`src/rtl/bios_loader_if.sv`:
```
// Host byte streams and RAM port of the boot loader, bundled as one interface.
interface bios_loader_if #(
  parameter int ADDR_WIDTH = 32,
  parameter int DATA_WIDTH = 32
);
  localparam int NB = DATA_WIDTH / 8;

  logic                  o_read_req;
  logic [ADDR_WIDTH-1:0] o_read_addr;
  logic [DATA_WIDTH-1:0] i_read_data;
  logic                  o_write_enable;
  logic [NB-1:0]         o_byte_enable;
  logic [ADDR_WIDTH-1:0] o_write_addr;
  logic [DATA_WIDTH-1:0] o_write_data;
  logic [7:0]            i_data;
  logic                  i_valid;
  logic                  o_in_ready;
  logic [7:0]            o_data;
  logic                  o_valid;
  logic                  i_out_ready;

  modport slave (
    output o_read_req, o_read_addr, o_write_enable, o_byte_enable,
           o_write_addr, o_write_data, o_in_ready, o_data, o_valid,
    input  i_read_data, i_data, i_valid, i_out_ready
  );

  modport master (
    input  o_read_req, o_read_addr, o_write_enable, o_byte_enable,
           o_write_addr, o_write_data, o_in_ready, o_data, o_valid,
    output i_read_data, i_data, i_valid, i_out_ready
  );
endinterface

```
`src/rtl/bios_loader.sv`:
```
// Byte-command boot loader: burst RAM write/read with auto-increment, core reset/boot control.
// Read data 1 cycle after strobe; response bytes held while i_out_ready=0. BIOS_ACK_EN adds ACK bytes.
module bios_loader #(
  parameter int ADDR_WIDTH = 32,
  parameter int DATA_WIDTH = 32
) (
  input  logic          clk,
  input  logic          rst_n,
  input  logic          clk_en,
  output logic          o_rst,
  output logic          o_booted,
  bios_loader_if.slave  bus
);
  localparam int NB   = DATA_WIDTH / 8;
  localparam int NA   = ADDR_WIDTH / 8;
  localparam int MAXB = (NA > NB) ? NA : NB;
  localparam int CW   = $clog2(MAXB + 1);

  localparam logic [7:0] OP_NOP   = 8'h00;
  localparam logic [7:0] OP_BOOT  = 8'h01;
  localparam logic [7:0] OP_RST   = 8'h02;
  localparam logic [7:0] OP_SET   = 8'h03;
  localparam logic [7:0] OP_WRITE = 8'h04;
  localparam logic [7:0] OP_READ  = 8'h05;

  typedef enum logic [3:0] {
    S_IDLE, S_ARG_ADDR, S_ARG_CNT, S_WR_DATA, S_WR_COMMIT,
    S_RD_REQ, S_RD_WAIT, S_RD_SEND, S_DONE,
`ifdef BIOS_ACK_EN
    S_ACK,
`endif
    S_BOOTED
  } state_t;

  state_t                r_state, w_next;
  logic [ADDR_WIDTH-1:0] r_ptr, r_addr_sh, w_addr_full;
  logic [DATA_WIDTH-1:0] r_wdata, r_rdata, w_wdata_next;
  logic [CW-1:0]         r_cnt;
  logic [8:0]            r_words;
  logic                  r_is_wr, r_rst, r_booted;
  logic                  w_in_fire, w_out_fire, w_last_arg, w_last_dat, w_last_word;
`ifdef BIOS_ACK_EN
  logic [7:0]            r_ack;
  logic                  r_boot_pend;
`endif

  assign w_in_fire   = bus.i_valid & bus.o_in_ready & clk_en;
  assign w_out_fire  = bus.o_valid & bus.i_out_ready & clk_en;
  assign w_last_arg  = (r_cnt == CW'(NA - 1));
  assign w_last_dat  = (r_cnt == CW'(NB - 1));
  assign w_last_word = (r_words == 9'd1);

  always_comb begin
    w_addr_full = r_addr_sh;
    w_addr_full[r_cnt*8 +: 8] = bus.i_data;
    w_wdata_next = r_wdata;
    w_wdata_next[r_cnt*8 +: 8] = bus.i_data;
  end

  always_ff @(posedge clk or negedge rst_n) begin
    if (!rst_n)      r_state <= S_IDLE;
    else if (clk_en) r_state <= w_next;
  end

  always_comb begin
    w_next             = r_state;
    bus.o_in_ready     = 1'b0;
    bus.o_valid        = 1'b0;
    bus.o_data         = 8'h00;
    bus.o_read_req     = 1'b0;
    bus.o_write_enable = 1'b0;
    case (r_state)
      S_IDLE: begin
        bus.o_in_ready = 1'b1;
        if (w_in_fire) begin
          case (bus.i_data)
            OP_NOP, OP_RST:    w_next = S_DONE;
`ifdef BIOS_ACK_EN
            OP_BOOT:           w_next = S_ACK;
`else
            OP_BOOT:           w_next = S_BOOTED;
`endif
            OP_SET:            w_next = S_ARG_ADDR;
            OP_WRITE, OP_READ: w_next = S_ARG_CNT;
`ifdef BIOS_ACK_EN
            default:           w_next = S_ACK;
`else
            default:           w_next = S_IDLE;
`endif
          endcase
        end
      end
      S_ARG_ADDR: begin
        bus.o_in_ready = 1'b1;
        if (w_in_fire && w_last_arg) w_next = S_DONE;
      end
      S_ARG_CNT: begin
        bus.o_in_ready = 1'b1;
        if (w_in_fire) w_next = r_is_wr ? S_WR_DATA : S_RD_REQ;
      end
      S_WR_DATA: begin
        bus.o_in_ready = 1'b1;
        if (w_in_fire && w_last_dat) w_next = S_WR_COMMIT;
      end
      S_WR_COMMIT: begin
        bus.o_write_enable = clk_en;
        w_next = w_last_word ? S_DONE : S_WR_DATA;
      end
      S_RD_REQ: begin
        bus.o_read_req = clk_en;
        w_next = S_RD_WAIT;
      end
      S_RD_WAIT: w_next = S_RD_SEND;
      S_RD_SEND: begin
        bus.o_valid = 1'b1;
        bus.o_data  = r_rdata[7:0];
        if (w_out_fire && w_last_dat) w_next = w_last_word ? S_DONE : S_RD_REQ;
      end
`ifdef BIOS_ACK_EN
      S_DONE: w_next = S_ACK;
      S_ACK: begin
        bus.o_valid = 1'b1;
        bus.o_data  = r_ack;
        if (w_out_fire) w_next = r_boot_pend ? S_BOOTED : S_IDLE;
      end
`else
      S_DONE: w_next = S_IDLE;
`endif
      S_BOOTED: w_next = S_BOOTED;
      default:  w_next = S_IDLE;
    endcase
  end

  always_ff @(posedge clk or negedge rst_n) begin
    if (!rst_n) begin
      r_ptr       <= '0;
      r_addr_sh   <= '0;
      r_wdata     <= '0;
      r_rdata     <= '0;
      r_cnt       <= '0;
      r_words     <= '0;
      r_is_wr     <= 1'b0;
      r_rst       <= 1'b0;
      r_booted    <= 1'b0;
`ifdef BIOS_ACK_EN
      r_ack       <= 8'h00;
      r_boot_pend <= 1'b0;
`endif
    end else begin
      // Self-clearing: the next edge after acceptance never sees another RST fire.
      r_rst <= w_in_fire && (r_state == S_IDLE) && (bus.i_data == OP_RST);
      if (clk_en) begin
        if (w_next == S_BOOTED) r_booted <= 1'b1;
        case (r_state)
          S_IDLE: if (w_in_fire) begin
            r_cnt   <= '0;
            r_is_wr <= (bus.i_data == OP_WRITE);
`ifdef BIOS_ACK_EN
            r_ack       <= (bus.i_data <= OP_READ) ? 8'hA5 : 8'hEE;
            r_boot_pend <= (bus.i_data == OP_BOOT);
`endif
          end
          S_ARG_ADDR: if (w_in_fire) begin
            r_addr_sh <= w_addr_full;
            r_cnt     <= r_cnt + 1'b1;
            if (w_last_arg) r_ptr <= w_addr_full;
          end
          S_ARG_CNT: if (w_in_fire) begin
            r_words <= (bus.i_data == 8'h00) ? 9'd256 : {1'b0, bus.i_data};
            r_cnt   <= '0;
          end
          S_WR_DATA: if (w_in_fire) begin
            r_wdata <= w_wdata_next;
            r_cnt   <= w_last_dat ? '0 : r_cnt + 1'b1;
          end
          S_WR_COMMIT: begin
            r_ptr   <= r_ptr + ADDR_WIDTH'(NB);
            r_words <= r_words - 9'd1;
          end
          S_RD_WAIT: begin
            r_rdata <= bus.i_read_data;
            r_cnt   <= '0;
          end
          S_RD_SEND: if (w_out_fire) begin
            r_rdata <= r_rdata >> 8;
            if (w_last_dat) begin
              r_cnt   <= '0;
              r_ptr   <= r_ptr + ADDR_WIDTH'(NB);
              r_words <= r_words - 9'd1;
            end else begin
              r_cnt <= r_cnt + 1'b1;
            end
          end
          default: ;
        endcase
      end
    end
  end

  assign bus.o_read_addr   = r_ptr;
  assign bus.o_write_addr  = r_ptr;
  assign bus.o_write_data  = r_wdata;
  assign bus.o_byte_enable = {NB{bus.o_write_enable}};
  assign o_rst             = r_rst;
  assign o_booted          = r_booted;
endmodule
```
`src/flat_wrapper.sv`:
```
// flat-port wrapper written by rule: the top's interface ports become plain ports
module bios_loader_flat 
#(
  parameter int ADDR_WIDTH = 32,
  parameter int DATA_WIDTH = 32
)
  (clk, rst_n, clk_en, o_rst, o_booted, bus_o_read_req, bus_o_read_addr, bus_o_write_enable, bus_o_byte_enable, bus_o_write_addr, bus_o_write_data, bus_o_in_ready, bus_o_data, bus_o_valid, bus_i_read_data, bus_i_data, bus_i_valid, bus_i_out_ready);
  bios_loader_if #(.ADDR_WIDTH(ADDR_WIDTH), .DATA_WIDTH(DATA_WIDTH)) bus_i ();
  input  logic clk;
  input  logic rst_n;
  input  logic clk_en;
  output logic o_rst;
  output logic o_booted;
  output wire logic [$bits(bus_i.o_read_req)-1:0] bus_o_read_req;
  output wire logic [$bits(bus_i.o_read_addr)-1:0] bus_o_read_addr;
  output wire logic [$bits(bus_i.o_write_enable)-1:0] bus_o_write_enable;
  output wire logic [$bits(bus_i.o_byte_enable)-1:0] bus_o_byte_enable;
  output wire logic [$bits(bus_i.o_write_addr)-1:0] bus_o_write_addr;
  output wire logic [$bits(bus_i.o_write_data)-1:0] bus_o_write_data;
  output wire logic [$bits(bus_i.o_in_ready)-1:0] bus_o_in_ready;
  output wire logic [$bits(bus_i.o_data)-1:0] bus_o_data;
  output wire logic [$bits(bus_i.o_valid)-1:0] bus_o_valid;
  input wire logic [$bits(bus_i.i_read_data)-1:0] bus_i_read_data;
  input wire logic [$bits(bus_i.i_data)-1:0] bus_i_data;
  input wire logic [$bits(bus_i.i_valid)-1:0] bus_i_valid;
  input wire logic [$bits(bus_i.i_out_ready)-1:0] bus_i_out_ready;
  assign bus_o_read_req = bus_i.o_read_req;
  assign bus_o_read_addr = bus_i.o_read_addr;
  assign bus_o_write_enable = bus_i.o_write_enable;
  assign bus_o_byte_enable = bus_i.o_byte_enable;
  assign bus_o_write_addr = bus_i.o_write_addr;
  assign bus_o_write_data = bus_i.o_write_data;
  assign bus_o_in_ready = bus_i.o_in_ready;
  assign bus_o_data = bus_i.o_data;
  assign bus_o_valid = bus_i.o_valid;
  assign bus_i.i_read_data = bus_i_read_data;
  assign bus_i.i_data = bus_i_data;
  assign bus_i.i_valid = bus_i_valid;
  assign bus_i.i_out_ready = bus_i_out_ready;
  bios_loader #(.ADDR_WIDTH(ADDR_WIDTH), .DATA_WIDTH(DATA_WIDTH)) u_core (.clk(clk), .rst_n(rst_n), .clk_en(clk_en), .o_rst(o_rst), .o_booted(o_booted), .bus(bus_i));
endmodule
```
`config.mk`:
```
export PLATFORM = sky130hd
export DESIGN_NAME = bios_loader_flat
export DESIGN_NICKNAME = d
export VERILOG_FILES = /design/src/rtl/bios_loader_if.sv /design/src/rtl/bios_loader.sv /design/src/flat_wrapper.sv
export SDC_FILE = /design/constraint.sdc
export NUM_CORES = 1
export LEC_CHECK = 0
export BUFFER_PORTS_ARGS = -buffer_cell sky130_fd_sc_hd__buf_4
export CAP_MARGIN = 5
export CELL_PAD_IN_SITES_DETAIL_PLACEMENT = 1
export CELL_PAD_IN_SITES_GLOBAL_PLACEMENT = 1
export CORE_ASPECT_RATIO = 1.4
export CORE_MARGIN = 2
export CORE_UTILIZATION = 40
export DETAILED_ROUTE_END_ITERATION = 6
export PLACE_DENSITY_LB_ADDON = 0.1
export SLEW_MARGIN = 20
export SYNTH_ARGS = -nofsm -noshare
export SYNTH_HDL_FRONTEND = slang
export SYNTH_SLANG_ARGS = --single-unit
```
`constraint.sdc`:
```
create_clock -name clk -period 3 [get_ports clk]
set_input_delay 0.6 -clock clk [delete_from_list [all_inputs] [get_ports clk]]
set_output_delay 0.6 -clock clk [all_outputs]
set_load 0.05 [all_outputs]
```
# Word level (Yosys, flattened, before mapping)
# Cells that the tools add are included.
[totals]
reg_bits = 147
wordCells = 100
input_bits = 45
[classes]
n_reduce_logical = 22
n_eq_ne = 23
bitwise_logic = 4
shifts = 2
muxes = 35
add_sub_neg = 4
[ops]
columns = ["operator", "count"]
rows = [
  ["$mux W32", 5],
  ["$pmux W32 S3", 1],
  ["$bwmux W32", 2],
  ["$pmux W32 S2", 1],
  ["$mux W9", 4],
  ["$pmux W4 S9", 1],
  ["$neg A6 Y34", 1],
  ["$shift A8 B34 Y32 const A", 1],
  ["$shiftx A8 B34 Y32", 1],
  ["$add A32 B3 Y32 const B", 1],
  ["$mux W4", 7],
  ["$pmux W9 S3", 1],
  ["$mux W3", 6],
  ["$eq A4 B3 Y1 const B", 4],
  ["$eq A8 B2 Y1 const B", 2],
  ["$eq A8 B3 Y1 const B", 2],
  ["$pmux W4 S4", 1],
  ["$pmux W3 S5", 1],
  ["$ne A2 B1 Y1 const B", 7],
  ["$reduce_and A3 Y1", 4],
  ["$reduce_and A6 Y1", 2],
  ["$eq A9 B1 Y1 const B", 1],
  ["$sub A9 B1 Y9 const B", 1],
  ["$eq A4 B2 Y1 const B", 2],
  ["other kinds (18)", 31],
]

# Depth between registers and ports, before layout
# Gate-level depths: netlist of the first run.
[logic_depth]
depth_word = 10
mapped_depth = 10

# Least setup slack after synthesis of the first run
# OpenSTA, ideal clock, no wires.
[synth_path]
kind = "in2out"
startpoint = "input clk_en"
endpoint = "output bus_o_byte_enable[0]"
cell_stages = 6
arrival_ns = 2.600
slack_ns = -0.200
n_path_buf = 2
cell_sequence = "buf_6 inv_1 nor2_1 nand2_1 nor3_1 buf_4"
[synth_via]
elab_chain_cells = 1
[synth_lines]
columns = ["element", "line", "rtl"]
rows = [
  ["start, declared", "flat_wrapper.sv:11", "input logic clk_en;"],
  ["$mux W1", "bios_loader.sv:72", "case (r_state)"],
  ["end, declared", "flat_wrapper.sv:17", "output wire logic [$bits(bus_i.o_byte_enable)-1:0] bus_o_byte_enable;"],
]
# No other way between the ends.

# Worst setup path in the final report of the first run
[layout_path]
startpoint = "register u_core.r_state[0]"
endpoint = "output bus_o_valid"
[layout_via]
elab_chain_cells = 2
[layout_lines]
columns = ["element", "line", "rtl"]
rows = [
  ["start, declared", "bios_loader.sv:35", "state_t r_state, w_next;"],
  ["start signal, assigned", "bios_loader.sv:62", "else if (clk_en) r_state <= w_next;"],
  ["$eq A4 B3 Y1", "bios_loader.sv:72", ""],
  ["$mux W1", "bios_loader.sv:72", ""],
  ["end, declared", "flat_wrapper.sv:22", "output wire logic [$bits(bus_i.o_valid)-1:0] bus_o_valid;"],
]
# No other way between the ends.

==> results of run 1 <==
==> cell type report <==
class                           count  area, um^2
Tap cell                          252       315.3
Inverter                           13       48.80
Sequential cell                   147        3679
Fill cell                        2252       10000
Timing Repair Buffer              183        1415
Multi-Input combinational cell    578        3811
Clock buffer                       17       425.4
Clock inverter                     15       148.9
==> flip-flops by register name (all words and copies together) (netlist names) <==
name	flops
u_core.bus.o_read_addr	32
u_core.r_addr_sh	32
u_core.r_rdata	32
u_core.r_state	4
u_core.r_is_wr	1
u_core.bus.o_write_data	32
u_core.o_rst	1
u_core.r_words	9
u_core.o_booted	1
u_core.r_cnt	3
==> per-layer routing <==
| layer | track usage, % | up-vias | routed length [um] |
|---|---|---|---|
| met4 | 9.624 | 0 | 594 |
| met5 | 0 | - | 0 |
| met3 | 3.925 | 39 | 1016 |
| li1 | - | 3152 | - |
| met2 | 41.55 | 178 | 12840 |
| met1 | 27.84 | 3443 | 9742 |
==> power by group <==
part | switching (mW) | internal [mW] | leakage (nW)
clock | 0.931 | 1.16 | 0.274
sequential | 0.677 | 2.59 | 1.92
combinational | 3.70 | 1.92 | 2.48
total | 5.31 | 5.67 | 4.68
==> placed cells by master (no fill, tap or decap), drive strengths merged, types with 13 or more instances in the layout <==
| master | Yosys | final |
|---|---|---|
| a21oi | 41 | 41 |
| mux2 | 58 | 58 |
| o21ai | 69 | 69 |
| nand2b | 15 | 15 |
| nand3 | 31 | 31 |
| nor2 | 53 | 53 |
| clkbuf | 26 | 17 |
| buf | 67 | 183 |
| mux2i | 44 | 44 |
| dfrtp | 147 | 147 |
| inv | 13 | 19 |
| and3 | 20 | 20 |
| nor3 | 13 | 13 |
| nand2 | 103 | 103 |
==> per-stage QoR <==
| stage | power (mW) | setup WS [ns] |
|---|---|---|
| floorplan | 7.341 | 0.2647 |
| global placement | 8.752 | 0.5313 |
| CTS | 11.06 | 0.3742 |
| global route | 11.64 | 0.2054 |
| finish | 10.98 | 0.3872 |
| detailed placement | 8.922 | 0.4622 |
==> critical path, cell delays in order (launching register included) <==
cell and delay (ns):
dfrtp_1 0.54, and2_1 0.51, nand2_1 0.21, inv_2 0.12, buf_4 0.20
==> cell families (layout without fill, tap and decap cells) <==
| kind of cell | Yosys count | after routing | share of synthesized area (%) |
|---|---|---|---|
| AO/OA/AOI/OAI | 181 | 181 | 14.59 |
| adder cells (fa/ha/maj) | 8 | 8 | 1.239 |
| buffers and inverters | 106 | 228 | 7.496 |
| flip-flops | 147 | 147 | 45.53 |
| multiplexers | 102 | 102 | 13.54 |
| AND/OR/NAND/NOR | 287 | 287 | 17.61 |
==> worst max-delay path by stage <==
stage / start / end / slack [ns] / depth (start not counted)
after global routing: u_core.r_cnt[0]$_DFFE_PN0P_ / u_core.bus.o_write_data[8]$_DFFE_PN0P_ / 0.21 / 9
after global placement: bus_i_valid / u_core.bus.o_read_addr[23]$_DFFE_PN0P_ / 0.53 / 6
final: u_core.r_state[0]$_DFFE_PN0P_ / bus_o_valid / 0.39 / 4
after detailed placement: bus_i_valid / u_core.bus.o_read_addr[18]$_DFFE_PN0P_ / 0.46 / 6
after floorplan: clk_en / bus_o_read_req / 0.26 / 5
after CTS: u_core.r_state[0]$_DFFE_PN0P_ / bus_o_valid / 0.37 / 4
==> metrics.txt, run 1 <==
Max Slew Vio Count 0; commonest cells in the netlist dfrtp_1, nand2_1, o21ai_0; Inst Count DP 1173; RSZ-0062 raised after global routing false; reg2reg end u_core.r_addr_sh[10]$_DFFE_PN0P_; Die Wd 124.1 um; Total GRT Usage 23.46%; Slew @ Worst Pin 0.7199 ns; Top FF cell, synth dfrtp_1; Initial Utilization 40.71%; count leader, synth dfrtp_1; NumNets Final 993; dpl hpwl 17550 um; 1st-pass router iterations 5; Num CTS Buffers 17; final setup TNS 0 ns; fmax 0.3827 GHz; die area 21370 um^2; Leak 4.683 nW; Max Cap Viol 0; routed vias 6812; Required @ worst endpoint 2.40 ns; dominant cell type by area after synthesis dfrtp_1; PD cells 1115 nW/um^2; net count after synthesis 884; Yosys reg bits 147; IO Count 159; crit path DAT 2.01 ns; Vias/cell 5.653; clock root buffer clkbuf_16; Slew Limit Headroom 52.01%; Clock Latency Late Sink 0.43 ns; Worst setup EP type output port; largest net degree at the start of global routing 73; hold buffers post-CTS 0; Worst Hold Class in2async; Port Buffers 158; final core utilization 49.60%; Post-synth EDFFs 0; sequential element share of the synthesized area 45.53%; worst setup path class reg2out; Final Skew 0.01032 ns; status finished, final reports clean; ranking of synthesized cells by area dfrtp_1, mux2_2, mux2i_1; CTS resizes 0; Final Cell Area 9843 um^2; Syn Inst Count 831; H-tree levels 4; area share of the leading cell type in the synthesized netlist 45.53%; clock buffer depth 2; Critical Path Fanout Max 14; Antenna Nets Post-Route 0; chip height 172.2 um; DR iter-0 viols 399; CTS clk-pin slew, worst paths 0.07 ns; Synth Cell Area 8079 um^2; r2r worst-path depth 7; antenna violations before repair 0; Tcrit/Tclk final 87.09%; startpoint types flip-flop; layout cells sized above 1 31.16%; Routed WL per cell 20.08 um; min cycle time layout 2.613 ns; FF-to-FF Start u_core.r_cnt[0]$_DFFE_PN0P_; Avg Inst Size Synth 9.722 um^2; Area after DPL 9269 um^2; core area 19840 um^2; DRC 0; hold slack 0.1763 ns; gpl congestion 0.9139; Layout area overhead 21.84%; # setup viols final 0; clk sink count 147; Post-CTS Repair Setup Buffers 0; CTS tree done; first-pass GRT wire length 38300 um; Fin. Hold Viols 0; GRT Residual Overflow 0; final WL 24200 um; vias in the first global route 7163; reg-to-reg setup timing slack 0.44 ns; VDD IR-drop max 0.0004759 V; Diodes inserted 0; Distinct cells, synth 70; Non-Filler Instances 1205; synth warn 0; ys async rst share 100.0%; std cell rows 61
Power figures use the tool's default switching activity.
==> inputs of run 2 (changes only) <==
==> constraint.sdc (replaced) <==
create_clock -name clk -period 2.7 [get_ports clk]
set_input_delay 0.54 -clock clk [delete_from_list [all_inputs] [get_ports clk]]
set_output_delay 0.54 -clock clk [all_outputs]
set_load 0.05 [all_outputs]
==> run 2 against run 1 <==
Final cell count up 0.75%. Clock-buffer cell count increased by 2. Via count increased by 1.1%.
==> metrics.txt, run 2 (synthesis results as in run 1) <==
RSZ-0062 raised after global routing false; Diodes inserted 0 (unchanged); CTS clk-pin slew, worst paths 0.07 ns (about the same); clk sink count 147 (unchanged); antenna violations before repair 0 (unchanged); Slew @ Worst Pin 0.5862 ns (-0.1337 ns); Critical Path End bus_o_valid; DR iter-0 viols 334 (-16%); wl on met1 10110 um (+3.8%); Num CTS Buffers 17 (unchanged); first-pass GRT wire length 39640 um (+3.5%); min cycle time layout 2.560 ns; CTS tree done; Total GRT Usage 24.38% (+0.93 points); Post-CTS Repair Setup Buffers 0 (unchanged); crit-path cells and2_2 > nand2_1 > inv_2 > buf_4; Layout area overhead 23.35%; Vias/cell 5.671 (+0.31%); Initial Utilization 40.71% (unchanged); reg2reg end u_core.r_addr_sh[15]$_DFFE_PN0P_; most common library cell in the layout ignoring fill and taps buf_4; routed length on met2 13380 um (+4.2%); r2r worst-path depth 7 (unchanged); Critical Path Max Stage Delay 0.58 ns (+0.04 ns); final WL 25130 um (+3.8%); Required @ worst endpoint 2.16 ns (-0.24 ns); Critical Path Fanout Max 12 (-2); leading cell types in the layout, fill and taps excluded buf_4, dfrtp_1, nand2_1; IO Count 159 (unchanged); core area 19840 um^2 (unchanged); Die Wd 124.1 um (unchanged); CP Launch Point u_core.r_state[0]$_DFFE_PN0P_; Worst Hold Class in2async; Final Skew 0.01325 ns (+0.002936 ns); FF-to-FF Start u_core.r_cnt[0]$_DFFE_PN0P_; Clock Latency Late Sink 0.45 ns (+0.02 ns); dpl hpwl 18190 um (+3.6%); startpoint types flip-flop; Port Buffers 158 (unchanged); Tcrit/Tclk final 94.80%; H-tree levels 4 (unchanged); VDD IR-drop max 0.0005890 V (+24%); NumNets Final 1002 (+0.91%); DRC 0 (unchanged); Fin. Hold Viols 0 (unchanged); worst setup path class reg2out; std cell rows 61 (unchanged); gpl congestion 0.9288 (+1.6%); reg-to-reg setup timing slack 0.28 ns (-0.16 ns); die area 21370 um^2 (unchanged); final setup TNS 0 ns (unchanged); Routed WL per cell 20.70 um (+3.1%); fmax 0.3907 GHz; status finished, final reports clean; PD cells 1252 nW/um^2 (+12%); Tot Pwr 12.47 mW (+14%); routed vias 6884 (+1.1%); chip height 172.2 um (unchanged); DR WL met3 1150 um (+13%); DR top layer met4; crit path DAT 2.02 ns (about the same); largest net degree at the start of global routing 65 (-11%); Worst setup EP type output port; slowest CP cell dfrtp_1; clock root buffer clkbuf_16; clock buffer depth 2 (unchanged); GRT Residual Overflow 0 (unchanged); # setup viols final 0 (unchanged); Slew Limit Headroom 60.92% (+8.9 points); Max Slew Vio Count 0 (unchanged); Antenna Nets Post-Route 0 (unchanged); vias in the first global route 7276 (+1.6%); Leak 4.759 nW (+1.6%); 1st-pass router iterations 5 (unchanged); layout cells sized above 1 31.91% (+0.75 points); Max Cap Viol 0 (unchanged)
## run 2: cell count changes in the layout (fill, tap and decap cells not counted), moves of 2 or more
cell | previous run | this run
buf_4 | 179 | 187
clkbuf_8 | 0 | 2
clkinvlp_4 | 3 | 1
inv_8 | 0 | 3
clkinv_2 | 2 | 0
## run 2: timing repair
action                     in CTS  in global routing
gates resized for setup         0                  1
hold buffers                    0                  0
setup endpoints to repair       0                  1
hold endpoints to repair        0                  0
## run 2: worst max-delay path, delay by kind of cell (launching register included)
| kind | cells | cell delay, ns |
|---|---|---|
| buf+inv | 2 | 0.52 |
| simple gates | 2 | 0.47 |
| flops | 1 | 0.58 |
## run 2: worst min-delay path by stage
stage | to | cells after the start | slack, ns
global placement | u_core.r_rdata[3]$_DFFE_PN0P_ | 2 | 0.46
CTS | u_core.bus.o_read_addr[2]$_DFFE_PN0P_ | 1 | 0.08
finish | u_core.r_addr_sh[3]$_DFFE_PN0P_ | 1 | 0.06
detailed placement | u_core.o_booted$_DFFE_PN0P_ | 1 | 0.46
floorplan | u_core.bus.o_read_addr[0]$_DFFE_PN0P_ | 0 | 0.24
global route | u_core.r_addr_sh[3]$_DFFE_PN0P_ | 1 | 0.09
## run 2: report_power, final
| group | internal [mW] | total [mW] | switching, mW |
|---|---|---|---|
| clock network | 1.45 | 2.52 | 1.07 |
| logic | 2.17 | 6.33 | 4.16 |
| registers | 2.88 | 3.62 | 0.744 |
## run 2: through the flow
| stage | instance area [um^2] | cells | hold WS, ns | setup slack (ns) | util (%) |
|---|---|---|---|---|---|
| finish | 9966 | 1214 | 0.06435 | 0.1404 | 50.22 |
| global route | 9966 | 1214 | 0.09352 | 0.03103 | 50.22 |
| CTS | 9965 | 1214 | 0.07658 | 0.009473 | 50.21 |
| detailed placement | 9349 | 1182 | 0.4611 | 0.3092 | 47.11 |
| global placement | 9349 | 1182 | 0.4556 | 0.4279 | 47.11 |
| floorplan | 8084 | 831 | 0.2444 | 0.08470 | - |
## run 2: metal layers
layer	track usage, %	vias to the layer above
li1	-	3175
met3	5.343	36
met1	28.32	3479
met4	8.061	0
met2	43.93	194
met5	0	-
## run 2: final cells by class
type                    instances  area, um^2
inverters                      13       48.80
clock buffers                  19       452.9
fillers                      2259        9878
repair buffers                192        1495
multi-input cells             578        3812
well taps                     252       315.3
flip-flops and latches        147        3679
clock inverters                13       162.7
